File: src/rtl/regfile_sequencer.sv
// Multi-cycle sequencer for the 8x13 register file and ALU: accepts instructions over
// valid/ready, drives register pointers and opcode, and strobes WriteFlag and RegFileReset.
module regfile_sequencer #(
  parameter int unsigned ALU_LATENCY = 1,
  parameter logic [3:0]  OP_HALT     = 4'hF
) (
  input  logic        Clock,
  input  logic        ResetN,
  input  logic [15:0] Instr,
  input  logic        InstrValid,
  output logic        InstrReady,
  input  logic        ClearReq,
  output logic [2:0]  R1,
  output logic [2:0]  R2,
  output logic [2:0]  R3,
  output logic [3:0]  AluOp,
  output logic        WriteFlag,
  output logic        RegFileReset,
  output logic        Busy,
  output logic        Halted,
  output logic [7:0]  InstrCount
);

  // state     | meaning
  // CLEAR     | one-cycle clear strobe to the register file
  // IDLE      | waiting for an instruction or a clear request
  // DECODE    | NOP/HALT retire here, others start the ALU timer
  // EXECUTE   | waiting ALU_LATENCY cycles for the ALU result
  // WRITEBACK | one-cycle write strobe, instruction retires
  // HALTED    | parked until reset
  typedef enum logic [2:0] {
    ST_CLEAR     = 3'd0,
    ST_IDLE      = 3'd1,
    ST_DECODE    = 3'd2,
    ST_EXECUTE   = 3'd3,
    ST_WRITEBACK = 3'd4,
    ST_HALTED    = 3'd5
  } state_t;

  localparam logic [3:0] OP_NOP = 4'h0;
  localparam logic [3:0] LAT    = 4'(ALU_LATENCY);

  state_t      state_q, state_d;
  logic [3:0]  cnt_q, cnt_d;
  logic [2:0]  r1_q, r1_d;
  logic [2:0]  r2_q, r2_d;
  logic [2:0]  r3_q, r3_d;
  logic [3:0]  alu_op_q, alu_op_d;
  logic [7:0]  count_q, count_d;
  logic        accept;
  logic        unused_instr_bits;

  assign unused_instr_bits = ^Instr[2:0];

  assign InstrReady = (state_q == ST_IDLE) && !ClearReq;
  assign accept     = InstrValid && InstrReady;

  always_comb begin
    state_d  = state_q;
    cnt_d    = cnt_q;
    r1_d     = r1_q;
    r2_d     = r2_q;
    r3_d     = r3_q;
    alu_op_d = alu_op_q;
    count_d  = count_q;
    case (state_q)
      ST_CLEAR: state_d = ST_IDLE;
      ST_IDLE: begin
        if (ClearReq) begin
          state_d = ST_CLEAR;
        end else if (accept) begin
          alu_op_d = Instr[15:12];
          r1_d     = Instr[11:9];
          r2_d     = Instr[8:6];
          r3_d     = Instr[5:3];
          state_d  = ST_DECODE;
        end
      end
      ST_DECODE: begin
        if (alu_op_q == OP_NOP) begin
          state_d = ST_IDLE;
          count_d = count_q + 8'd1;
        end else if (alu_op_q == OP_HALT) begin
          state_d = ST_HALTED;
          count_d = count_q + 8'd1;
        end else begin
          state_d = ST_EXECUTE;
          cnt_d   = LAT;
        end
      end
      ST_EXECUTE: begin
        if (cnt_q == 4'd1) begin
          state_d = ST_WRITEBACK;
        end else begin
          cnt_d = cnt_q - 4'd1;
        end
      end
      ST_WRITEBACK: begin
        state_d = ST_IDLE;
        count_d = count_q + 8'd1;
      end
      ST_HALTED: state_d = ST_HALTED;
      default:   state_d = ST_CLEAR;
    endcase
  end

  // Reset lands in CLEAR so the register file is wiped on every reset, mid-instruction included.
  always_ff @(posedge Clock) begin
    if (!ResetN) begin
      state_q  <= ST_CLEAR;
      cnt_q    <= 4'd0;
      r1_q     <= 3'd0;
      r2_q     <= 3'd0;
      r3_q     <= 3'd0;
      alu_op_q <= 4'd0;
      count_q  <= 8'd0;
    end else begin
      state_q  <= state_d;
      cnt_q    <= cnt_d;
      r1_q     <= r1_d;
      r2_q     <= r2_d;
      r3_q     <= r3_d;
      alu_op_q <= alu_op_d;
      count_q  <= count_d;
    end
  end

  assign R1           = r1_q;
  assign R2           = r2_q;
  assign R3           = r3_q;
  assign AluOp        = alu_op_q;
  assign InstrCount   = count_q;
  assign WriteFlag    = (state_q == ST_WRITEBACK);
  assign RegFileReset = (state_q == ST_CLEAR);
  assign Halted       = (state_q == ST_HALTED);
  assign Busy         = (state_q != ST_IDLE) && (state_q != ST_HALTED);

endmodule

File: config.mk
export PLATFORM = sky130hd
export DESIGN_NAME = regfile_sequencer
export DESIGN_NICKNAME = d
export VERILOG_FILES = /design/src/rtl/regfile_sequencer.sv
export SDC_FILE = /design/constraint.sdc
export NUM_CORES = 1
export LEC_CHECK = 0
export CORE_ASPECT_RATIO = 0.5
export CORE_UTILIZATION = 46
export DETAILED_ROUTE_END_ITERATION = 6
export PLACE_DENSITY = 0.94
export SLEW_MARGIN = 20
export SYNTH_ARGS = -nofsm -noshare
export SYNTH_HDL_FRONTEND = slang
export SYNTH_SLANG_ARGS = --single-unit
File: constraint.sdc
create_clock -name Clock -period 2.7 [get_ports Clock]
set_input_delay 0.54 -clock Clock [delete_from_list [all_inputs] [get_ports Clock]]
set_output_delay 0.54 -clock Clock [all_outputs]
set_load 0.005 [all_outputs]
==> results by group <==
Timing
  – Hold Vio Cnt, Final: 0
  – Final TNS setup: 0 ps
  – Final Skew: about 2.8 ps
  – Fmax: ~0.41 GHz
  – Worst slew margin: 0.535
  – Worst slew pin tran: roughly 700 ps
  – Max Slew Vio Count: 0
  – Final min period: roughly 2400 ps
  – RSZ-0062 raised after global routing: false
  – Crit share post-route: 0.904
  – Setup violations, final: 0
  – Final WS setup: approximately 260 ps

Critical path
  – Crit Path Class: in -> out
  – Worst R2R Path Depth: 5
  – Crit start category: primary input
  – R2r startpoint: state_q[1]
  – WP data arrival: 1900 ps
  – Crit. End Element: output port
  – Register-to-register setup slack: 700 ps
  – Worst-path fanout max: 3
  – Required @ worst endpoint: 2160 ps
  – RR Endpoint: InstrCount[7]

Clock tree
  – CTS tree: done
  – Clock Latency Late Sink: between 200 and 300 ps
  – Reg clk slew, reported paths: 90 ps
  – Num CTS Buffers: 3
  – Deepest clock path buffer count: 2
  – Post-CTS resize count: 0
  – CTS root buf: clkbuf_8
  – Post-CTS Setup Bufs: 0
  – # clock sinks: 28
  – # hold bufs at CTS: 0
  – H-tree levels: 1

Cells and area
  – N_diodes: 0
  – Layout cells sized above 1: 0.0524
  – Commonest non-fill, non-tap cells in the layout: 42 x clkdlybuf4s50_1, 34 x nand2_1, 28 x dfxtp_1
  – Util after Layout: 0.737
  – Nets: 215
  – Area occupied by registers: between 500 and 600 sq um
  – Most common cell after layout, fill and taps aside: clkdlybuf4s50_1
  – # fillers: approximately 160
  – P&R area growth vs syn: 41.8%
  – Multi-input gate area: approximately 630 sq um

Synthesis
  – Yosys reg bits: 28
  – Post-synthesis compound-gate area fraction: 0.180
  – Register area share after synthesis: 0.455
  – Post-synthesis cell type count: 36
  – Post-synthesis simple-gate area fraction: 0.257
  – Synth Instances: 150
  – Multiplexer share of the synthesized area: 0
  – Xor/xnor share of the synthesized area: 0.0355
  – Yosys warns: 0
  – Syn Area/Cell: just over 8 sq um
  – Post-Synth Adder-Cell Area: 0.0305
  – Mapped Area: 1230 sq um
  – Largest family of logic cells by synthesized area: simple AND/OR/NAND/NOR gates
  – Mapped Nets: about 170

Min path
  – Worst hold endpoint: R1[1]
  – WHS Path Cells: 2
  – Hold Path Class: reg -> reg
  – Hold path start: R1[1]

Global routing
  – Global-route wire length before repair: ~5300 microns
  – Vias in the first global route: 1,155
  – Largest net degree at the start of global routing: 24
  – Initial antenna violation count: 0
  – Congestion Overflow GR: 0
  – Global Route Usage Sum: 0.256

Pwr
  – Clk pwr share: 0.381
  – Power consumption: around 0.00086 W
  – Max IR drop VDD: roughly 0.00036 V
  – Pwr per Cell Area: ~490 nW/um^2
  – Seq pwr share: 0.507
  – P_leak: 0.606 nW
  – Switching power: roughly 0.00018 W
  – Sw frac: 0.211
  – P_int: 0.000677 W
  – Combinational power share: 0.112

Die
  – Die width: about 75 microns
  – Row cnt: 12
  – Ports: 46
  – Die Y: 38.6 microns
  – Core Area: around 2400 sq um
  – Die area: ~2900 sq um
  – Initial Utilization: 0.520

Detailed routing
  – Vias per cell: about 5.4
  – Avg WL per Cell: around 14 microns
  – DRC: 0
  – Vias: ~1.2k
  – 1st-pass router iterations: 4
  – 1st-iter DRT viols: 96
  – Post-DRT Antenna Nets: 0
  – WL final: 3220 microns

Run
  – Max Cap Viol: 0

Placed design
  – Placer congestion estimate: about 0.8
  – Port bufs: 42
  – DP HPWL: 2270 microns
  – Dpl ws: around 270 ps

Run status
  – Status: finished, final reports clean
metrics by stage:
| stage | instance area, sq um | hold slack, ps | std cells |
|---|---|---|---|
| after global placement | 1680 | 442 | 222 |
| after global routing | 1750 | 472 | 226 |
| final | 1750 | 460 | 226 |
| after CTS | 1750 | 460 | 226 |
| after floorplan | 1230 | 453 | 150 |
| after detailed placement | 1680 | 446 | 222 |
power groups by stage:
| stage | clock [W] | sequential, W | combinational, W |
|---|---|---|---|
| 3_3_place_gp | 0 | 0.000443 | 0.0000919 |
| 4_1_cts | 0.000327 | 0.000434 | 0.0000964 |
| 2_1_floorplan | 0 | 0.000441 | 0.0000409 |
| 6_report | 0.000327 | 0.000435 | 0.0000961 |
| 5_1_grt | 0.000349 | 0.000437 | 0.000104 |
| 3_5_place_dp | 0 | 0.000444 | 0.0000946 |
layer usage:
metal,global-route usage,part of all wire,up-vias
met5,0,0,-
met4,0.111,0.022,0
met3,0.0599,0.043,8
met2,0.450,0.50,40
met1,0.308,0.43,561
li1,-,-,602
how the worst max path moves through the flow:
| stage | start | endpoint | slack (ps) | cells after the start |
|---|---|---|---|---|
| floorplan | state_q[1] | InstrCount[7] | 920 | 6 |
| global placement | ClearReq | InstrReady | 330 | 3 |
| detailed placement | ClearReq | InstrReady | 270 | 3 |
| CTS | ClearReq | InstrReady | 270 | 3 |
| global route | ClearReq | InstrReady | 210 | 3 |
| finish | ClearReq | InstrReady | 260 | 3 |
sequential cells by signal (all words and copies together) (netlist names):
name,count
InstrCount,8
AluOp,4
cnt_q,4
R1,3
R2,3
R3,3
state_q,3
area by class of cell:
type	count	area share
multi-input combinational	111	0.358
sequential	28	0.321
timing repair buffer	43	0.245
tap	35	0.0251
clock buffer	3	0.0236
clock inverter	1	0.0172
inverter	5	0.0107
cells in the mapped netlist, drive strengths merged:
cell type	number	area (sq um)
and4	1	8.76
a21oi	17	85.1
buf	2	18.8
nand2	34	128
o211ai	1	7.51
inv	5	18.8
nor3	3	15.0
nand3b	1	7.51
nand4	2	12.5
clkbuf	4	15.0
o32ai	1	8.76
or3	2	12.5
or3b	1	11.3
or4	1	7.51
nand2b	3	18.8
xor2	5	43.8
o21a	1	7.51
nand3	2	10.0
o32a	1	10.0
a31oi	1	6.26
dfxtp	28	561
nor2	15	58.8
nor3b	1	7.51
ha	3	37.5
o21ai	4	20.0
o21ba	1	16.3
a211oi	1	7.51
a2111oi	1	8.76
a21boi	1	7.51
nor4	2	18.8
o31ai	3	22.5
o21bai	1	7.51
o22ai	1	6.26
logic make-up (layout without fill, tap and decap cells):
kind of cell / count (synthesis) / in the layout
flip-flops: 28 / 28
AND/OR/NAND/NOR: 68 / 68
adder cells (fa/ha/maj): 3 / 3
XOR/XNOR: 5 / 5
AO/OA/AOI/OAI: 35 / 35
buffers and inverters: 11 / 52
critical path, cell delays in order:
cell and delay [ps]:
clkdlybuf4s50_1 450, nor3_1 330, clkdlybuf4s50_1 580
Power figures use the tool's default switching activity.
